## config.mk

```make
export PLATFORM = sky130hd
export DESIGN_NAME = seg_scan_ctrl
export DESIGN_NICKNAME = d
export VERILOG_FILES = /design/src/rtl/seg_scan_ctrl.sv
export SDC_FILE = /design/constraint.sdc
export NUM_CORES = 1
export LEC_CHECK = 0
export BUFFER_PORTS_ARGS = -buffer_cell sky130_fd_sc_hd__buf_2
export CAP_MARGIN = 10
export CORE_MARGIN = 1.5
export CORE_UTILIZATION = 45
export DETAILED_ROUTE_END_ITERATION = 7
export PLACE_DENSITY = 0.68
export SLEW_MARGIN = 10
export SYNTH_ARGS = -nofsm -noshare
export SYNTH_HDL_FRONTEND = slang
export SYNTH_SLANG_ARGS = --single-unit
```

## constraint.sdc

```tcl
create_clock -name CLK -period 4.4 [get_ports CLK]
set_input_delay 0.22 -clock CLK [delete_from_list [all_inputs] [get_ports CLK]]
set_output_delay 0.22 -clock CLK [all_outputs]
set_load 0.005 [all_outputs]
```

## src/rtl/seg_scan_ctrl.sv

```systemverilog
// seg_scan_ctrl: scan scheduler for a 4-digit multiplexed common-cathode
// 7-segment display. Each digit slot opens with a dead time (all commons off)
// and then runs a 16-step PWM on-phase. New values and brightness settings
// are taken only at the frame boundary, so a frame is never torn.
module seg_scan_ctrl #(
  parameter int          SLOT_CYCLES = 3000,
  parameter int          DEAD_CYCLES = 64,
  parameter logic [15:0] INIT_VALUE  = 16'h0000
) (
  input  logic        CLK,
  input  logic        RST,
  input  logic [15:0] DATA_IN,
  input  logic        LOAD_REQ,
  output logic        LOAD_ACK,
  input  logic [3:0]  BRIGHT,
  input  logic        BLANK_LZ,
  output logic [3:0]  COMM,
  output logic [1:0]  DIGIT_SEL,
  output logic [3:0]  NIBBLE,
  output logic        FRAME_START
);

  // At least 4 counter bits so the PWM phase can be taken from the low nibble.
  localparam int CW_RAW = $clog2(SLOT_CYCLES);
  localparam int CW     = (CW_RAW < 4) ? 4 : CW_RAW;

  localparam logic [CW-1:0] SLOT_LAST = CW'(SLOT_CYCLES - 1);
  localparam logic [CW-1:0] DEAD_LEN  = CW'(DEAD_CYCLES);
  localparam logic [3:0]    DEAD_MOD  = 4'(DEAD_CYCLES % 16);

  logic [CW-1:0] slot_cnt;
  logic [1:0]    digit_idx;
  logic [15:0]   disp;
  logic [3:0]    bright_l;
  logic          blz_l;
  logic          load_ack_q;

  logic          slot_end;
  logic          frame_end;
  logic          in_dead;
  logic [3:0]    pwm_phase;
  logic          pwm_on;
  logic          blanked;

  assign slot_end  = (slot_cnt == SLOT_LAST);
  assign frame_end = slot_end && (digit_idx == 2'd3);

  // Slot/digit scan counters and frame-boundary capture of display settings.
  always_ff @(posedge CLK) begin
    if (RST) begin
      slot_cnt   <= '0;
      digit_idx  <= 2'd0;
      disp       <= INIT_VALUE;
      bright_l   <= 4'hF;
      blz_l      <= 1'b0;
      load_ack_q <= 1'b0;
    end else begin
      slot_cnt   <= slot_end ? '0 : slot_cnt + 1'b1;
      load_ack_q <= frame_end && LOAD_REQ;
      if (slot_end) begin
        digit_idx <= digit_idx + 2'd1;
      end
      if (frame_end) begin
        bright_l <= BRIGHT;
        blz_l    <= BLANK_LZ;
        if (LOAD_REQ) begin
          disp <= DATA_IN;
        end
      end
    end
  end

  // (c - DEAD) mod 16 only depends on the low nibbles of both operands.
  assign in_dead   = (slot_cnt < DEAD_LEN);
  assign pwm_phase = slot_cnt[3:0] - DEAD_MOD;
  assign pwm_on    = (pwm_phase <= bright_l);

  // Leading-zero suppression; digit0 always shows so a zero value reads "0".
  always_comb begin
    blanked = 1'b0;
    if (blz_l) begin
      case (digit_idx)
        2'd3:    blanked = (disp[15:12] == 4'h0);
        2'd2:    blanked = (disp[15:8] == 8'h00);
        2'd1:    blanked = (disp[15:4] == 12'h000);
        default: blanked = 1'b0;
      endcase
    end
  end

  // Outputs decoded from registered state only.
  always_comb begin
    COMM        = 4'b0000;
    DIGIT_SEL   = digit_idx;
    NIBBLE      = disp[{digit_idx, 2'b00} +: 4];
    FRAME_START = (digit_idx == 2'd0) && (slot_cnt == '0);
    LOAD_ACK    = load_ack_q;
    if (!in_dead && pwm_on && !blanked) begin
      COMM = 4'b0001 << digit_idx;
    end
  end

endmodule

```

==> impl_metrics.prom <==
# TYPE chip_impl_metric gauge
chip_impl_metric{name="number_of_maximum_capacitance_constraint_violations",unit=""} 0
chip_impl_metric{name="post-layout-total-power",unit="µW"} 643
chip_impl_metric{name="count_of_synthesis_stage_warnings_from_yosys",unit=""} 0
chip_impl_metric{name="global_route.usage.total",unit="%"} 17.8
chip_impl_metric{name="grt_first_pass_wirelength",unit="µm"} 5860
chip_impl_metric{name="peakVddDrop",unit="µV"} 190
chip_impl_metric{name="area_growth",unit="%"} 16.9
chip_impl_metric{name="combined_buffer_and_inverter_count_along_the_critical_path",unit=""} 1
chip_impl_metric{name="dpl.hpwl",unit="µm"} 2560
chip_impl_metric{name="post_synth_instance_area",unit="µm²"} 1770
chip_impl_metric{name="cts.repair.resized",unit=""} 0
chip_impl_info{name="worstPathCellList",value="ha_1, a21oi_1, nand3_1, a21boi_0, and3_1, buf_2"} 1
chip_impl_metric{name="wire_per_inst",unit="µm"} 11.9
chip_impl_metric{name="crit_path_required_time",unit="ns"} 4.18
chip_impl_metric{name="drt_pass1_iterations",unit=""} 4
chip_impl_metric{name="layout.nets",unit=""} 276
chip_impl_metric{name="worst_pin_slew",unit="ns"} 0.543
chip_impl_metric{name="critPathArrivalTime",unit="ns"} 2.03
chip_impl_info{name="yosysTopAreaCell",value="sky130_fd_sc_hd__dfxtp_1"} 1
chip_impl_metric{name="row_count",unit=""} 22
chip_impl_metric{name="synthesis.nets",unit=""} 243
chip_impl_metric{name="routed_via_density",unit=""} 5.13
chip_impl_info{name="cp_slowest_cell",value="sky130_fd_sc_hd__dfxtp_1"} 1
chip_impl_metric{name="globalRouteOverflowTotal",unit=""} 0
chip_impl_metric{name="fin_worst_skew",unit="ns"} 0.00864
chip_impl_metric{name="grt_start_max_net_pins",unit=""} 32
chip_impl_metric{name="antennaDiodeCount",unit=""} 0
chip_impl_metric{name="setup-violations-final",unit=""} 0
chip_impl_metric{name="cts_made_buffers",unit=""} 5
chip_impl_metric{name="postSynthRegisterBits",unit=""} 36
chip_impl_info{name="synth_area_leaders",value="sky130_fd_sc_hd__dfxtp_1 (41%), sky130_fd_sc_hd__nand2_1 (7.4%), sky130_fd_sc_hd__ha_1 (7.1%), sky130_fd_sc_hd__nor2_1 (6.4%), sky130_fd_sc_hd__a21oi_1 (5.1%)"} 1
chip_impl_metric{name="critical_path_peak_fanout",unit=""} 7
chip_impl_metric{name="fmaxAchievable",unit="MHz"} 445
chip_impl_metric{name="routed_wl",unit="µm"} 3470
chip_impl_metric{name="postSynthCellCount",unit=""} 209
chip_impl_metric{name="layout_min_cycle_time",unit="ns"} 2.25
chip_impl_metric{name="die_x",unit="µm"} 65.6
chip_impl_metric{name="io_pins",unit=""} 36
chip_impl_info{name="grt_setup_unrepaired",value="false"} 1
chip_impl_info{name="run_status",value="finished, final reports clean"} 1
chip_impl_metric{name="layout.cells.non_filler",unit=""} 291
chip_impl_metric{name="max_stage_delay",unit="ns"} 0.47
chip_impl_metric{name="antenna_found_initial",unit=""} 0
chip_impl_metric{name="relSlewSlack",unit="%"} 63.8
chip_impl_metric{name="syn_area_per_cell",unit="µm²"} 8.45
chip_impl_metric{name="cts_hold_buffers",unit=""} 0
chip_impl_metric{name="hold_viol",unit=""} 0
chip_impl_metric{name="cts_max_level",unit=""} 2
chip_impl_metric{name="fin_tns_setup",unit="ns"} 0
chip_impl_metric{name="clk_transition_reported_paths",unit="ns"} 0.07
chip_impl_metric{name="place_congestion",unit=""} 0.781
chip_impl_metric{name="holdPathStages",unit=""} 3
chip_impl_info{name="critPathTopFamily",value="compound AO/OA/AOI/OAI gates"} 1
chip_impl_metric{name="detailedRoute.firstIterationViolations",unit=""} 72
chip_impl_info{name="worstSetupPathType",value="flop to output port"} 1
chip_impl_metric{name="drtAntennaViolNets",unit=""} 0
chip_impl_metric{name="synth_edf_count",unit=""} 0
chip_impl_metric{name="clk_latency",unit="ns"} 0.29
chip_impl_metric{name="synth_largest_type_area_fraction",unit="%"} 40.8
chip_impl_metric{name="num_vias",unit=""} 1492
chip_impl_info{name="critical_path.endpoint_type",value="output port"} 1
chip_impl_metric{name="final_min_period_over_clock_period",unit="%"} 51.1
chip_impl_metric{name="initial_utilization",unit="%"} 47.5
chip_impl_metric{name="cts_post_setup_buffers_inserted",unit=""} 0
chip_impl_info{name="cp-start-kind",value="flop"} 1
chip_impl_metric{name="chip_height",unit="µm"} 65.6
chip_impl_metric{name="fp.dieArea",unit="µm²"} 4310
chip_impl_metric{name="r2r.worst_path.cells",unit=""} 5
chip_impl_metric{name="cts_max_path_buffers",unit=""} 2
chip_impl_metric{name="critical_path_depth",unit=""} 6
chip_impl_metric{name="synth-seq-area-share",unit="%"} 40.8
chip_impl_metric{name="synthDistinctLibCells",unit=""} 36
chip_impl_info{name="dominantRegCellSynth",value="sky130_fd_sc_hd__dfxtp_1"} 1
chip_impl_info{name="cts_tree",value="built"} 1
chip_impl_info{name="hold_class",value="input pin to flop"} 1
chip_impl_metric{name="grt_pass1_vias",unit=""} 1327
chip_impl_metric{name="final-max-slew-violation-count",unit=""} 0
chip_impl_metric{name="portBuffers",unit=""} 35
chip_impl_metric{name="number_of_remaining_drc_errors",unit=""} 0
chip_impl_metric{name="leakagePower",unit="nW"} 0.876
chip_impl_metric{name="post_route_cells_drive_above_1_share",unit="%"} 20.2
chip_impl_metric{name="core_area",unit="µm²"} 3720
chip_impl_metric{name="asyncSetResetFlopFracSynth",unit="%"} 0
chip_impl_info{name="cts.root.buffer_cell",value="sky130_fd_sc_hd__clkbuf_8"} 1
chip_impl_metric{name="placed_cells_incl_taps",unit=""} 283
chip_impl_metric{name="cts.sinks",unit=""} 36
chip_impl_metric{name="power.density",unit="nW/µm²"} 311
-- registers in the layout, summed over array words and instances, names as in the netlist --
name / cells
disp: 16
blz_l: 1
LOAD_ACK: 1
bright_l: 4
slot_cnt: 12
DIGIT_SEL: 2
-- per-stage QoR --
step / area, µm² / util (%) / setup WS, ns / hold WS (ns)
after floorplan: 1770 / - / 2.49 / 0.360
after global placement: 1960 / 52.7 / 2.35 / 0.442
after detailed placement: 1960 / 52.7 / 2.32 / 0.451
after CTS: 2060 / 55.6 / 2.12 / 0.151
after global routing: 2060 / 55.6 / 1.96 / 0.162
final: 2060 / 55.6 / 2.15 / 0.164
-- power breakdown --
part / leakage, nW / internal [mW] / switching (mW)
Combinational: 0.530 / 0.0138 / 0.0147
Sequential: 0.291 / 0.328 / 0.00361
Clock: 0.0552 / 0.168 / 0.114
-- worst paths after layout --
kind / to / startpoint / slack [ns]
setup / recovery: COMM[2] / slot_cnt[3]$_SDFF_PP0_ / 2.15
hold / removal: disp[0]$_SDFFE_PP0P_ / DATA_IN[0] / 0.16
setup reg to reg: bright_l[2]$_SDFFE_PP1P_ / slot_cnt[1]$_SDFF_PP0_ / 2.34
hold reg to reg: disp[0]$_SDFFE_PP0P_ / disp[0]$_SDFFE_PP0P_ / 0.46
-- cells in the mapped netlist, drive strengths merged (2+ instances only) --
cell type / number
dfxtp: 36
clkbuf: 5
o21ai: 2
mux4: 4
nand2b: 2
and2: 2
nand4: 3
nor4: 4
nor3: 4
buf: 5
or4: 2
nand3: 10
inv: 11
xnor2: 10
ha: 10
mux2i: 5
nand2: 35
a21oi: 18
nor2: 30
-- layout by cell type, fill, tap and decap left out, drive strengths merged --
| cell type | netlist | final |
|---|---|---|
| a21boi | 1 | 1 |
| a21oi | 18 | 18 |
| and2 | 2 | 2 |
| and3 | 1 | 1 |
| buf | 5 | 36 |
| bufinv | 0 | 1 |
| clkbuf | 5 | 6 |
| clkinv | 0 | 1 |
| dfxtp | 36 | 36 |
| ha | 10 | 10 |
| inv | 11 | 11 |
| mux2i | 5 | 5 |
| mux4 | 4 | 4 |
| nand2 | 35 | 35 |
| nand2b | 2 | 2 |
| nand3 | 10 | 10 |
| nand3b | 1 | 1 |
| nand4 | 3 | 3 |
| nand4b | 1 | 1 |
| nand4bb | 1 | 1 |
| nor2 | 30 | 30 |
| nor2b | 1 | 1 |
| nor3 | 4 | 4 |
| nor4 | 4 | 4 |
| nor4b | 1 | 1 |
| o211a | 1 | 1 |
| o21ai | 2 | 2 |
| o41ai | 1 | 1 |
| or2 | 1 | 1 |
| or4 | 2 | 2 |
| xnor2 | 10 | 10 |
| xor2 | 1 | 1 |
-- layout make-up --
type	count	area [µm²]
sequential	36	721
multi-input combinational	152	952
tap	48	60.1
clock inverter	2	35.0
inverter	11	41.3
clock buffer	6	72.6
timing repair buffer	36	183
fill	376	1650
-- cell families after synthesis --
kind of cell	count (synthesis)	synth area share (%)
mux	9	7.94
compound gates	23	7.16
buf+inv	21	5.24
xor+xnor	11	5.46
flops	36	40.8
simple gates	99	26.3
fa+ha+maj	10	7.09
-- metal layers --
metal | track usage [%] | up-vias | routed length, µm
met5 | 0 | - | 0
met4 | 5.47 | 0 | 38
met3 | 6.68 | 5 | 200
met2 | 28.8 | 40 | 1600
met1 | 21.8 | 680 | 1630
li1 | - | 767 | -
-- worst register-to-register path, cell delays in order (launching register included) --
cell and delay [ns]:
sky130_fd_sc_hd__dfxtp_1 0.40, sky130_fd_sc_hd__ha_1 0.27, sky130_fd_sc_hd__nand3_2 0.13, sky130_fd_sc_hd__or4_1 0.64, sky130_fd_sc_hd__or2_1 0.36, sky130_fd_sc_hd__mux2i_1 0.15
Power figures use the tool's default switching activity.
